<file path="config.mk">
export PLATFORM = sky130hd
export DESIGN_NAME = fifo_word_serializer
export DESIGN_NICKNAME = d
export VERILOG_FILES = /design/src/rtl/fifo_ser_pkg.sv /design/src/rtl/fifo_word_serializer.sv
export SDC_FILE = /design/constraint.sdc
export NUM_CORES = 1
export LEC_CHECK = 0
export ABC_AREA = 1
export BUFFER_PORTS_ARGS = -buffer_cell sky130_fd_sc_hd__buf_2
export CAP_MARGIN = 20
export CORE_MARGIN = 5
export CORE_UTILIZATION = 48
export DETAILED_ROUTE_END_ITERATION = 10
export MAX_ROUTING_LAYER = met4
export PLACE_DENSITY = 0.77
export REMOVE_ABC_BUFFERS = 1
export SLEW_MARGIN = 20
export SYNTH_ARGS = -nofsm -noshare
export SYNTH_HDL_FRONTEND = slang
export SYNTH_SLANG_ARGS = --single-unit
</file>
<file path="constraint.sdc">
create_clock -name clk -period 1.3 [get_ports clk]
set_input_delay 0.13 -clock clk [delete_from_list [all_inputs] [get_ports clk]]
set_output_delay 0.13 -clock clk [all_outputs]
set_load 0.05 [all_outputs]
</file>
<file path="src/rtl/fifo_ser_pkg.sv">
// Shared types and helpers for the FIFO word serializer.
package fifo_ser_pkg;

  typedef enum logic [0:0] {
    IDLE  = 1'b0,
    SHIFT = 1'b1
  } ser_state_t;

  // Number of narrow beats carried by one wide payload word.
  function automatic int beats(input int dw, input int sw);
    return dw / sw;
  endfunction

endpackage

</file>
<file path="src/rtl/fifo_word_serializer.sv">
// Pops wide words (payload plus end-of-packet flag) from a FIFO and emits
// them as narrow beats, least significant beat first, over a valid/grant
// stream. Final beats of consecutive words chain with no idle cycle, and a
// running count of completed packets is kept.
module fifo_word_serializer
  import fifo_ser_pkg::*;
#(
  parameter int DATA_WIDTH = 32,
  parameter int SER_WIDTH  = 8,
  parameter int CNT_WIDTH  = 16
) (
  input  logic                  clk,
  input  logic                  rst,
  input  logic [DATA_WIDTH:0]   push_data_i,
  input  logic                  push_valid_i,
  output logic                  push_grant_o,
  output logic [SER_WIDTH-1:0]  pop_data_o,
  output logic                  pop_last_o,
  output logic                  pop_valid_o,
  input  logic                  pop_grant_i,
  output logic [CNT_WIDTH-1:0]  pkt_count_o
);

  localparam int BEATS = beats(DATA_WIDTH, SER_WIDTH);
  localparam int IDX_W = (BEATS > 1) ? $clog2(BEATS) : 1;
  localparam logic [IDX_W-1:0] LAST_IDX = IDX_W'(BEATS - 1);

  if ((DATA_WIDTH % SER_WIDTH) != 0) begin : g_width_check
    $error("fifo_word_serializer: DATA_WIDTH must be a multiple of SER_WIDTH");
  end

  ser_state_t             state;
  logic [IDX_W-1:0]       beat_idx;
  logic [DATA_WIDTH-1:0]  word_q;
  logic                   last_q;
  logic [CNT_WIDTH-1:0]   pkt_cnt;

  logic [DATA_WIDTH-1:0]  word_shifted;
  logic                   final_beat;
  logic                   in_xfer;
  logic                   out_xfer;

  // Beat selection by shifting keeps the index arithmetic free of part-select width issues.
  assign word_shifted = word_q >> (int'(beat_idx) * SER_WIDTH);
  assign final_beat   = (beat_idx == LAST_IDX);
  assign in_xfer      = push_valid_i & push_grant_o;
  assign out_xfer     = pop_valid_o & pop_grant_i;
  assign pkt_count_o  = pkt_cnt;

  // Output decode: the FIFO is granted while idle, or on the accepted final
  // beat so the next word loads without a bubble.
  always_comb begin
    pop_valid_o  = 1'b0;
    pop_data_o   = '0;
    pop_last_o   = 1'b0;
    push_grant_o = 1'b0;
    case (state)
      IDLE: begin
        push_grant_o = 1'b1;
      end
      SHIFT: begin
        pop_valid_o  = 1'b1;
        pop_data_o   = word_shifted[SER_WIDTH-1:0];
        pop_last_o   = last_q & final_beat;
        push_grant_o = pop_grant_i & final_beat;
      end
      default: begin
        push_grant_o = 1'b0;
      end
    endcase
  end

  // Sequencer: word capture, beat stepping and packet counting. Reset
  // discards any partially emitted word.
  always_ff @(posedge clk or posedge rst) begin
    if (rst) begin
      state    <= IDLE;
      beat_idx <= '0;
      word_q   <= '0;
      last_q   <= 1'b0;
      pkt_cnt  <= '0;
    end else begin
      if (out_xfer && pop_last_o) begin
        pkt_cnt <= pkt_cnt + 1'b1;
      end
      case (state)
        IDLE: begin
          if (in_xfer) begin
            word_q   <= push_data_i[DATA_WIDTH-1:0];
            last_q   <= push_data_i[DATA_WIDTH];
            beat_idx <= '0;
            state    <= SHIFT;
          end
        end
        SHIFT: begin
          if (out_xfer) begin
            if (!final_beat) begin
              beat_idx <= beat_idx + 1'b1;
            end else if (in_xfer) begin
              word_q   <= push_data_i[DATA_WIDTH-1:0];
              last_q   <= push_data_i[DATA_WIDTH];
              beat_idx <= '0;
            end else begin
              state <= IDLE;
            end
          end
        end
        default: begin
          state <= IDLE;
        end
      endcase
    end
  end

endmodule

</file>
==> results.py <==
metrics = {
    "status": {
        "outcome": "complete, but fails checks",
        "violations_in_the_final_reports": "negative setup slack",
    },
    "final_layout": {
        "syn_to_final_growth_pct": 31.5,
        "layout.cells.most_common": "sky130_fd_sc_hd__nand2_1",
        "n_antenna_cell": 0,
        "most_frequent_cells_in_the_layout": "sky130_fd_sc_hd__nand2_1 (111), sky130_fd_sc_hd__buf_2 (53), sky130_fd_sc_hd__dfrtp_1 (51), sky130_fd_sc_hd__buf_4 (28), sky130_fd_sc_hd__nor2_1 (25)",
        "final_cell_area_sq_um": 3390,
        "final_cells": 476,
        "design.final.nets": 444,
        "share_of_post_route_cells_with_drive_strength_above_1_pct": 34.0,
    },
    "critical_path": {
        "timing.critical_path.from_type": "flip-flop",
        "reg_to_reg_critical_path_startpoint": "beat_idx[0]",
        "worst_r2r_endpoint": "word_q[29]",
        "critical_path.cell_chain": "buf_6, a21oi_2, o21ai_1, a21oi_1, buf_4",
        "path_delay_family": "flip-flops",
        "timing.critical_path.required_ns": 1.17,
        "timing.critical_path.fanout_max": 6,
        "worstSetupEndpointType": "primary output",
        "worstSetupPathType": "flip-flop to primary output",
        "r2r_slack_ns": -0.16,
        "cp.arrival_ns": 1.60,
        "worstPathBufferInverterCount": 2,
        "critical_path.slowest_cell": "sky130_fd_sc_hd__dfrtp_2",
        "reg2reg_depth": 8,
        "slowest_delay_ns": 0.47,
    },
    "clock_tree": {
        "cts_max_level": 2,
        "tritoncts.num_buffers": 5,
        "clock-root-buffer": "sky130_fd_sc_hd__clkbuf_8",
        "clockBufferDepth": 2,
        "tritoncts": "yes",
        "clock_latency_ns": 0.31,
        "numClockSinks": 52,
        "clk_pin_slew_worst_paths_ns": 0.09,
    },
    "logic_synthesis": {
        "synthesis.instances": 316,
        "ys_seq_elements": 52,
        "synthesis.yosys.warnings": 0,
        "synth.top_cells.by_area": "sky130_fd_sc_hd__dfrtp_1 (50%), sky130_fd_sc_hd__nand2_1 (16%), sky130_fd_sc_hd__nor2_1 (4.2%)",
        "synth.distinct_cells": 26,
        "synth_largest_area_cell": "sky130_fd_sc_hd__dfrtp_1",
        "synth_sequential_area_ratio_pct": 50.5,
        "yosysTopAreaCellShare_pct": 50.5,
        "post_synth.cell_area_avg_sq_um": 8.16,
        "synth.cell_area_sq_um": 2580,
    },
    "placed_design": {
        "dpl.cell_count": 462,
        "globalplace.congestion": 0.803,
        "port_buffers": 63,
        "placed_cell_area_sq_um": 3130,
        "dp_hpwl_mm": 4.42,
    },
    "die": {
        "initial_utilization_pct": 49.8,
        "die_width_um": 83.3,
        "fp.dieArea_sq_um": 6940,
        "design.portCount": 64,
        "die_height_um": 83.3,
        "core_sq_um": 5170,
        "placement_rows": 26,
    },
    "sta": {
        "maxSlewHeadroom_pct": 81.2,
        "min_period_ns": 1.73,
        "rsz0062_at_grt": "yes",
        "tightest_slew_ns": 0.283,
        "max_clock_freq_mhz": 576,
        "worst_slack_ns": -0.435,
        "largest_clock_skew_in_the_final_design_ns": 0.00664,
        "ratio_of_final_minimum_period_to_clock_period_pct": 133,
        "final-setup-viol-count": 59,
        "maxSlewViolCount": 0,
        "number_of_hold_violations_in_the_final_report": 0,
    },
    "drt": {
        "via_per_inst": 4.75,
        "drt_pre_antenna_iters": 4,
        "routed_wl_mm": 6.08,
        "remaining_drc_errors": 0,
        "vias": 2263,
        "route.antenna.remaining_nets": 0,
        "route.detailed.wl_per_inst_um": 12.8,
        "drtIter0Drc": 96,
    },
    "global_routing": {
        "grt_util_all_layers_pct": 18.5,
        "grt_pass1_vias": 2162,
        "antenna_violations_before_repair": 0,
        "grt_max_degree": 53,
        "globalRoute.totalOverflow": 0,
        "grt_first_pass_wirelength_mm": 10.1,
    },
    "pwr": {
        "irDropWorstVdd_v": 0.00114,
        "powerDensity_nw_per_um2": 2340,
        "total_leakage_power_nw": 1.78,
    },
    "min_path": {
        "worstHoldPathType": "input pin to flip-flop",
        "worstHoldPathCells": 3,
        "hold_path_end": "word_q[22]",
        "hp-start": "push_data_i[22]",
    },
    "run": {
        "cap_viol_max_count": 0,
    },
}
[timing repair]
action                                  4_1_cts  5_1_grt
hold endpoints to repair                     55        0
gates resized for setup                      31        9
buffers inserted                              1        0
endpoints found under the setup margin       61       61
pin swaps                                     7        4
cloned                                        1        0
hold buffers                                  4        0
[per-layer routing]
layer | global-route usage, % | vias up | part of all wire (%)
met1 | 22.1 | 1041 | 44
met2 | 30.1 | 45 | 49
met3 | 4.55 | 10 | 4.8
li1 | - | 1167 | -
met5 | - | - | 0
met4 | 7.13 | 0 | 1.9
[sequential cells by signal, indices dropped and copies added (netlist names)]
name	flops
beat_idx	2
last_q	1
pkt_count_o	16
state	1
word_q	32
[tightest hold or removal path, stage by stage]
cell                      delay, ns
sky130_fd_sc_hd__buf_2         0.07
sky130_fd_sc_hd__nand2_1       0.04
sky130_fd_sc_hd__nand2_1       0.04
[cells in the mapped netlist (all sizes together)]
master  count
inv        28
o21ai      26
nand3       8
xnor2       6
o211ai      1
nand2     120
nand4       3
buf         9
clkbuf      1
nand3b      3
a21oi      17
clkinv      1
dfrtp      52
xor2        4
a211oi      1
nor2       34
ha          2
[final cells by class]
cell class / count / area, sq um
clock buffers: 6 / 82.6
inverters: 29 / 114
clock inverters: 2 / 38.8
well taps: 70 / 87.6
repair buffers: 92 / 629
multi-input cells: 225 / 1130
flip-flops and latches: 52 / 1300
fillers: 420 / 1780
[report_power, final]
group / total [W] / switching [W] / internal (W)
Combinational: 0.00420 / 0.00265 / 0.00155
Sequential: 0.00253 / 0.000351 / 0.00218
Clock: 0.00117 / 0.000544 / 0.000630
[stage by stage]
stage	TNS, ns	total power, W	utilization, %	hold WS [ns]	setup WS (ns)
6_report	-8.72	0.00791	65.5	0.00488	-0.435
5_1_grt	-14.81	0.00843	65.5	0.00396	-0.494
4_1_cts	-9.22	0.00787	65.1	0.000261	-0.419
3_5_place_dp	-6.12	0.00630	60.5	0.203	-0.154
3_3_place_gp	-3.95	0.00620	60.5	0.197	-0.113
2_1_floorplan	-52.84	0.00506	-	0.229	-1.08
[worst max-delay path by stage]
stage | startpoint | end | cells after the start
6_report | beat_idx[0] | pop_data_o[4] | 5
5_1_grt | beat_idx[0] | pop_data_o[4] | 6
4_1_cts | beat_idx[0] | push_grant_o | 5
3_5_place_dp | beat_idx[0] | word_q[29] | 8
3_3_place_gp | beat_idx[1] | word_q[29] | 8
2_1_floorplan | beat_idx[0] | word_q[14] | 7
[logic make-up after synthesis]
family / Yosys count / share of synthesized area (%)
simple gates: 168 / 27.7
fa+ha+maj: 2 / 0.971
xor+xnor: 10 / 3.40
flops: 52 / 50.5
buf+inv: 39 / 7.28
compound gates: 45 / 10.1
Power figures use the tool's default switching activity.
